[src/rtl/hazard_ctrl_unit.sv]
// Sequential pipeline hazard controller for the 5-stage RISC-V core.
// Handles multi-cycle load-use stalls, data-memory wait freezes and
// taken-branch flushes. All outputs respond combinationally in the same cycle.
// Optional feature macro: HAZARD_PERF_CNT_EN adds saturating stall, flush
// and freeze event counters on extra output ports.
module hazard_ctrl_unit #(
    parameter int REG_AW   = 5,
    parameter int LOAD_LAT = 1,
    parameter int CNT_W    = 32
) (
    input  logic              clk_i,
    input  logic              rst_i,
    input  logic [REG_AW-1:0] ID_Rs1_i,
    input  logic [REG_AW-1:0] ID_Rs2_i,
    input  logic              ID_Rs1Use_i,
    input  logic              ID_Rs2Use_i,
    input  logic [REG_AW-1:0] EX_Rd_i,
    input  logic              EX_MemRead_i,
    input  logic              EX_BranchTaken_i,
    input  logic              MEM_Req_i,
    input  logic              MEM_Ready_i,
    output logic              PC_Write_o,
    output logic              Stall_o,
    output logic              NoOp_o,
    output logic              Flush_o,
    output logic              Freeze_o,
    output logic              Busy_o
`ifdef HAZARD_PERF_CNT_EN
    ,
    output logic [CNT_W-1:0]  stall_cnt_o,
    output logic [CNT_W-1:0]  flush_cnt_o,
    output logic [CNT_W-1:0]  freeze_cnt_o
`endif
);

    localparam int CW = $clog2(LOAD_LAT) + 1;

    typedef enum logic [1:0] {
        IDLE     = 2'd0,
        LU_STALL = 2'd1,
        MEM_WAIT = 2'd2
    } state_t;

    // Reject illegal parameterisations at elaboration time.
    if (LOAD_LAT < 1 || LOAD_LAT > 7) begin : g_bad_load_lat
        $error("hazard_ctrl_unit: LOAD_LAT must be in 1..7");
    end
    if (CNT_W < 1) begin : g_bad_cnt_w
        $error("hazard_ctrl_unit: CNT_W must be at least 1");
    end

    state_t          state, state_nxt;
    state_t          ret_state, ret_nxt;
    state_t          eff_state;
    logic [CW-1:0]   cnt, cnt_nxt;
    logic            lu_hit;
    logic            mem_wait;
    logic            stall_now;

    assign lu_hit = EX_MemRead_i && (EX_Rd_i != '0) &&
                    ((ID_Rs1Use_i && (EX_Rd_i == ID_Rs1_i)) ||
                     (ID_Rs2Use_i && (EX_Rd_i == ID_Rs2_i)));

    assign mem_wait = MEM_Req_i && !MEM_Ready_i;

    // While frozen, behave as the state we will return to once memory is ready.
    assign eff_state = (state == MEM_WAIT) ? ret_state : state;

    // State, return-state and stall counter registers.
    always_ff @(posedge clk_i or negedge rst_i) begin
        if (!rst_i) begin
            // NOTE: sequential state uses non-blocking assignments so every
            // register samples pre-edge values regardless of statement order.
            state     <= IDLE;
            ret_state <= IDLE;
            cnt       <= '0;
        end else begin
            state     <= state_nxt;
            ret_state <= ret_nxt;
            cnt       <= cnt_nxt;
        end
    end

    // Next-state logic; a freeze holds cnt and remembers where to resume.
    always_comb begin
        // NOTE: every signal gets a default first so no path leaves it
        // unassigned, which would otherwise infer a latch.
        state_nxt = state;
        ret_nxt   = ret_state;
        cnt_nxt   = cnt;
        if (mem_wait) begin
            if (state != MEM_WAIT) begin
                ret_nxt   = state;
                state_nxt = MEM_WAIT;
            end
        end else begin
            case (eff_state)
                LU_STALL: begin
                    if (EX_BranchTaken_i || (cnt == CW'(1))) begin
                        state_nxt = IDLE;
                    end else begin
                        state_nxt = LU_STALL;
                        cnt_nxt   = cnt - 1'b1;
                    end
                end
                default: begin
                    state_nxt = IDLE;
                    if (!EX_BranchTaken_i && lu_hit && (LOAD_LAT > 1)) begin
                        state_nxt = LU_STALL;
                        cnt_nxt   = CW'(LOAD_LAT - 1);
                    end
                end
            endcase
        end
    end

    // Output equations with priority freeze > flush > load-use stall.
    always_comb begin
        PC_Write_o = 1'b1;
        Stall_o    = 1'b0;
        NoOp_o     = 1'b0;
        Flush_o    = 1'b0;
        Freeze_o   = 1'b0;
        stall_now  = ((eff_state == IDLE) && lu_hit) || (eff_state == LU_STALL);
        if (mem_wait) begin
            Freeze_o   = 1'b1;
            Stall_o    = 1'b1;
            PC_Write_o = 1'b0;
        end else if (EX_BranchTaken_i) begin
            Flush_o    = 1'b1;
            NoOp_o     = 1'b1;
        end else if (stall_now) begin
            Stall_o    = 1'b1;
            NoOp_o     = 1'b1;
            PC_Write_o = 1'b0;
        end
    end

    assign Busy_o = (state != IDLE);

`ifdef HAZARD_PERF_CNT_EN
    // Saturating event counters for stall, flush and freeze cycles.
    always_ff @(posedge clk_i or negedge rst_i) begin
        if (!rst_i) begin
            stall_cnt_o  <= '0;
            flush_cnt_o  <= '0;
            freeze_cnt_o <= '0;
        end else begin
            if (Stall_o && !Freeze_o && (stall_cnt_o != '1)) begin
                stall_cnt_o <= stall_cnt_o + 1'b1;
            end
            if (Flush_o && (flush_cnt_o != '1)) begin
                flush_cnt_o <= flush_cnt_o + 1'b1;
            end
            if (Freeze_o && (freeze_cnt_o != '1)) begin
                freeze_cnt_o <= freeze_cnt_o + 1'b1;
            end
        end
    end
`endif

endmodule

[config.mk]
export PLATFORM = sky130hd
export DESIGN_NAME = hazard_ctrl_unit
export DESIGN_NICKNAME = d
export VERILOG_FILES = /design/src/rtl/hazard_ctrl_unit.sv
export SDC_FILE = /design/constraint.sdc
export NUM_CORES = 1
export LEC_CHECK = 0
export CORE_AREA = 2 2 39 41
export DETAILED_ROUTE_END_ITERATION = 6
export DIE_AREA = 0 0 41 43
export PLACE_DENSITY = 0.8
export RECOVER_POWER = 100
export SETUP_SLACK_MARGIN = 0.3
export SLEW_MARGIN = 0
export SYNTH_ARGS = -nofsm -noshare
export SYNTH_HDL_FRONTEND = slang
export SYNTH_SLANG_ARGS = --single-unit
[constraint.sdc]
create_clock -name clk_i -period 3.55 [get_ports clk_i]
set_input_delay 0.8875 -clock clk_i [delete_from_list [all_inputs] [get_ports clk_i]]
set_output_delay 0.8875 -clock clk_i [all_outputs]
set_load 0.02 [all_outputs]
; ---- Word level (Yosys, flattened, before mapping)
; Index checks and enable logic that the tools add are counted.
[op_classes]
n_addsub = 1
n_eq_ne = 6
muxes = 16
n_bitwise = 2
reduce_logical = 15
[ops]
columns = operator, n
row1 = two-way mux 1 bit, 12
row2 = == test 5 bit, 2
row3 = two-way mux 2 bit, 4
row4 = logical AND 1 bit, 6
row5 = nonzero test 5 bit, 1
row6 = logical OR 1 bit, 3
row7 = AND reduction 3 bit, 1
row8 = == test 2 x 1 -> 1 bit (second input constant), 1
row9 = == test 2 bit (second input constant), 1
row10 = zero test 2 bit, 1
row11 = != test 2 x 1 -> 1 bit (second input constant), 1
row12 = != test 2 bit (second input constant), 1
row13 = inverter 1 bit, 2
row14 = AND reduction 2 bit, 1
row15 = nonzero test 2 bit, 1
row16 = zero test 1 bit, 1
row17 = subtractor 1 bit (second input constant), 1
[totals]
register_bits = 5
in_bits = 23
out_inout_bits = 6
elab_cells = 43

; ---- Longest topological paths before layout
; Gate-level depths: netlist of the first run.
[depth]
ltp_word = 9
ltp_mapped = 4
depth_no_buf = 4

; ---- Worst setup path before layout of the first run
; Ideal clock, no wire load.
[synth_path]
path_kind = in2out
from = input port EX_Rd_i[1]
to = output port PC_Write_o
arrival_time_ns = 1.960
setup_slack_ns = 0.702
stages = 4
n_path_buf = 0
path_cell_list = or4_4 > o211ai_2 > or2b_2 > o221a_1
[synth_between]
elab_chain_cells = 9
elab_cells_between_ends = 13
cone_classes = 2 x eq/ne / 3 x mux / 8 x reduce/logical
[synth_lines]
columns = item, line
row1 = "start, declared", 17  ; input logic [REG_AW-1:0] EX_Rd_i,
row2 = == test 5 bit (on tied branches), "61, 62"
row3 = logical AND 1 bit (on tied branches), "61, 62"
row4 = logical OR 1 bit, 61  ; ((ID_Rs1Use_i && (EX_Rd_i == ID_Rs1_i)) ||
row5 = logical AND 1 bit *, 60  ; assign lu_hit = EX_MemRead_i && (EX_Rd_i != '0) &&
row6 = logical AND 1 bit *, 124  ; stall_now = ((eff_state == IDLE) && lu_hit) || (eff_state == LU_STALL);
row7 = logical OR 1 bit *, 124
row8 = two-way mux 1 bit *, 132  ; end else if (stall_now) begin
row9 = two-way mux 1 bit *, 129  ; end else if (EX_BranchTaken_i) begin
row10 = two-way mux 1 bit *, 125  ; if (mem_wait) begin
row11 = "end, declared", 22  ; output logic PC_Write_o,
; Every way passes the cells marked *; elsewhere a longest branch is shown, timed or not.

; ---- Final worst setup path of the first run
[layout_path]
from = input port MEM_Req_i
to = output port Freeze_o
[layout_between]
elab_chain_cells = 2
[layout_lines]
columns = item, line
row1 = "start, declared", 20  ; input logic MEM_Req_i,
row2 = logical AND 1 bit, 64  ; assign mem_wait = MEM_Req_i && !MEM_Ready_i;
row3 = two-way mux 1 bit, 125
row4 = "end, declared", 26  ; output logic Freeze_o,
; Every way passes these cells.

==> run_results.csv, run 1 <==
group,metric,value,unit
pwr,leakage,0.389,nW
timing,fin_worst_skew,0.00255,ns
synth,ys_ff_latch,5,
synth,async_flop_share,100,%
drt,antenna_left,0,
synth,yosysTopAreaCellShare,31.3,%
timing,timing.hold.ws,0.446,ns
clock_network,cts_tree,"yes",
clock_network,clkLatencyLatePin,0.25,ns
synth,yosysTopAreaCell,"dfrtp_1",
pwr,power.density,246,nW/um^2
grt,grt_antenna_before_repair,0,
timing,grt_setup_unrepaired,"false",
place,dp_slack,-0.291,ns
grt,grt_max_degree,7,
place,port_buffers,28,
floorplan,floorplan.initialDensity,28.8,%
clock_network,h-tree-depth,1,
critical_path,arrival,2.40,ns
place,dp_hpwl,955,um
synth,yosys-top-cells-count,"xor2_1 (8), dfrtp_1 (5), inv_1 (4), nor2_1 (4), nor4_1 (3)",
critical_path,worstPathRequired,2.66,ns
drt,wl,1200,um
layout,area_growth,93.4,%
grt,grt_pass1_wl,1750,um
critical_path,cpMostUsedCell,"dlygate4sd3_1",
synth,synth.most_common_cell,"xor2_1",
timing,post-route-period-util,92.5,%
synth,yosysUniqueCellTypes,23,
clock_network,cts_hold_buf,0,
critical_path,crit_chain,"dlygate4sd3_1 -> nand2b_1 -> inv_1 -> buf_4 -> dlygate4sd3_1",
synth,synth_edf_count,0,
critical_path,critPathMaxFanout,6,
timing,period_minus_slack,3.28,ns
layout,final_nets,108,
layout,n_fill_cell,137,
timing,fin_ws,0.267,ns
drt,drc,0,
grt,grt.overflow.total,0,
critical_path,start_kind,"input pin",
critical_path,critPathMaxStageDelay,0.67,ns
synth,syn_inst,45,
clock_network,cts.path.max_buffers,2,
floorplan,die_x,41,um
pwr,irDropWorstVdd,0.156,mV
drt,dr.first_iter.drc_count,5,
layout,drive_gt1_share,17.9,%
timing,max_freq,0.305,GHz
hold_path,min-delay-start,"cnt$_DFFE_PN0P_",
synth,yosysSeqAreaShare,31.3,%
critical_path,regToRegStartpoint,"state[0]$_DFFE_PN0P_",
timing,max_slew_margin,66.3,%
drt,viasPerCell,4.83,
drt,vias,483,
grt,grt_usage,15.2,%
critical_path,startpoint,"MEM_Req_i",
timing,worst_pin_slew,0.504,ns
clock_network,clock_sinks,5,
clock_network,root_buffer,"clkbuf_4",
run,cap_viol_max_count,0,
floorplan,coreArea,1380,sq um
outcome,status,"completed",
timing,hold_violations,0,
clock_network,cts-buffers-inserted,3,
hold_path,hold_path_class,"flop to flop",
critical_path,worstSetupEndpointType,"primary output",
timing,drv_slew,0,
place,finalWeightedCongestion,0.715,
synth,syn-num-nets,68,
timing,setup_viol,0,
floorplan,rows,14,
clock_network,clk_pin_slew,0.04,ns
floorplan,ioPinCount,29,
synth,ys_top_cells_by_area,"dfrtp_1 (31%), xor2_1 (18%), nor4_1 (4.7%)",
drt,detail_route.wl_per_cell,12.0,um
synth,dominantRegCellSynth,"dfrtp_1",
floorplan,dieArea,1760,sq um
clock_network,cts_setup_buffers,0,
synth,avgSynthCellArea,8.87,sq um
synth,synth_area,399,sq um
floorplan,die_h,43,um
layout,diodes,0,
critical_path,crit_type,"input pin to primary output",
synth,ys_warn_count,0,
grt,grt_pass1_vias,494,
critical_path,cp_slowest_cell,"dlygate4sd3_1",
drt,drtPass1Iterations,3,
==> metal layers <==
layer	global-route usage, %	vias up	part of all wire [%]
met2	28.4	19	56
met4	10.0	0	1.8
met5	0	-	0
met3	4.19	2	9.5
li1	-	241	-
met1	11.9	221	33
==> through the flow <==
step	cells	power (mW)	TNS [ns]	utilization (%)	instance area [sq um]
after global placement	96	0.128	-0.669	54.3	752
after floorplan	45	0.0820	0	-	399
after detailed placement	96	0.129	-0.763	54.3	752
final	100	0.190	0	55.8	772
after global routing	100	0.205	0	55.8	772
after CTS	100	0.196	0	55.2	763
==> critical path, delay by kind of cell <==
family	cells	cell delay, ns
AND/OR/NAND/NOR	1	0.07
buffers and inverters	4	1.43
==> cells in the final DEF, fill, tap and decap left out <==
cell and n:
clkdlybuf4s15_1 1, or4_4 1, o31ai_1 1, or2b_2 1, o211ai_2 1, dlymetal6s2s_1 5, dlygate4sd3_1 4, clkbuf_1 5
nor4_2 1, o221ai_1 1, or2_2 1, clkdlybuf4s50_1 11, a32oi_1 1, clkbuf_4 3, nand2_1 2, buf_4 6
dlygate4sd2_1 3, nor2_1 4, nor2b_1 1, nand2b_1 1, and2_0 1, o221a_1 1, o21ai_0 1, o21ai_1 1
a21oi_1 1, nor4_1 2, a31o_1 1, xor2_1 8, inv_1 4, buf_6 1, a31oi_1 2, dfrtp_1 5
xnor2_1 2
==> flip-flops by register name (all words and copies together) (netlist names) <==
name / flops
cnt: 1
ret_state: 2
state: 2
==> power by group <==
group	switching [mW]	total, mW	internal (mW)
registers	0.000765	0.0586	0.0578
clock network	0.0247	0.0673	0.0426
logic	0.0268	0.0640	0.0372
total	0.0523	0.190	0.138
==> timing repair <==
action,4_1_cts,5_1_grt
cloned,0,0
setup endpoints to repair,3,4
pin swaps,4,6
resized for setup,20,11
==> logic make-up after synthesis <==
group | share of synthesized area, %
and+or+nand+nor | 21.6
AOI/OAI and AO/OA | 21.3
xor gates and xnor gates | 21.9
DFF | 31.3
buffers and inverters | 3.76
==> path summary, 6_finish.rpt <==
| path | slack [ns] | end | cells after the start |
|---|---|---|---|
| max | 0.27 | Freeze_o | 5 |
| max in group asynchronous | 2.44 | ret_state[0]$_DFFE_PN0P_ | 1 |
| max reg2reg | 2.33 | cnt$_DFFE_PN0P_ | 3 |
| min in group asynchronous | 0.93 | cnt$_DFFE_PN0P_ | 1 |
| min | 0.45 | state[0]$_DFFE_PN0P_ | 1 |
| min reg2reg | 0.45 | state[0]$_DFFE_PN0P_ | 1 |
==> final cells by class <==
| class | count | area, sq um | share of cell area (%) |
|---|---|---|---|
| multi-input combinational | 36 | 265 | 34.4 |
| sequential | 5 | 125 | 16.2 |
| inverter | 4 | 15.0 | 1.94 |
| timing repair buffer | 35 | 320 | 41.5 |
| clock buffer | 4 | 26.3 | 3.40 |
| tap | 16 | 20.0 | 2.59 |
No activity file was read; power rests on OpenSTA's default activity.
==> inputs of run 2 (changes only) <==
Settings changed: GPL_ROUTABILITY_DRIVEN set to 0.
==> results of run 2 <==
Final layout, timing and power as in run 1 (identical DEF).
==> inputs of run 3 (changes only) <==
Settings changed: SLEW_MARGIN 0 to unset.
==> results of run 3 <==
Final layout, timing and power as in run 1 (identical DEF).
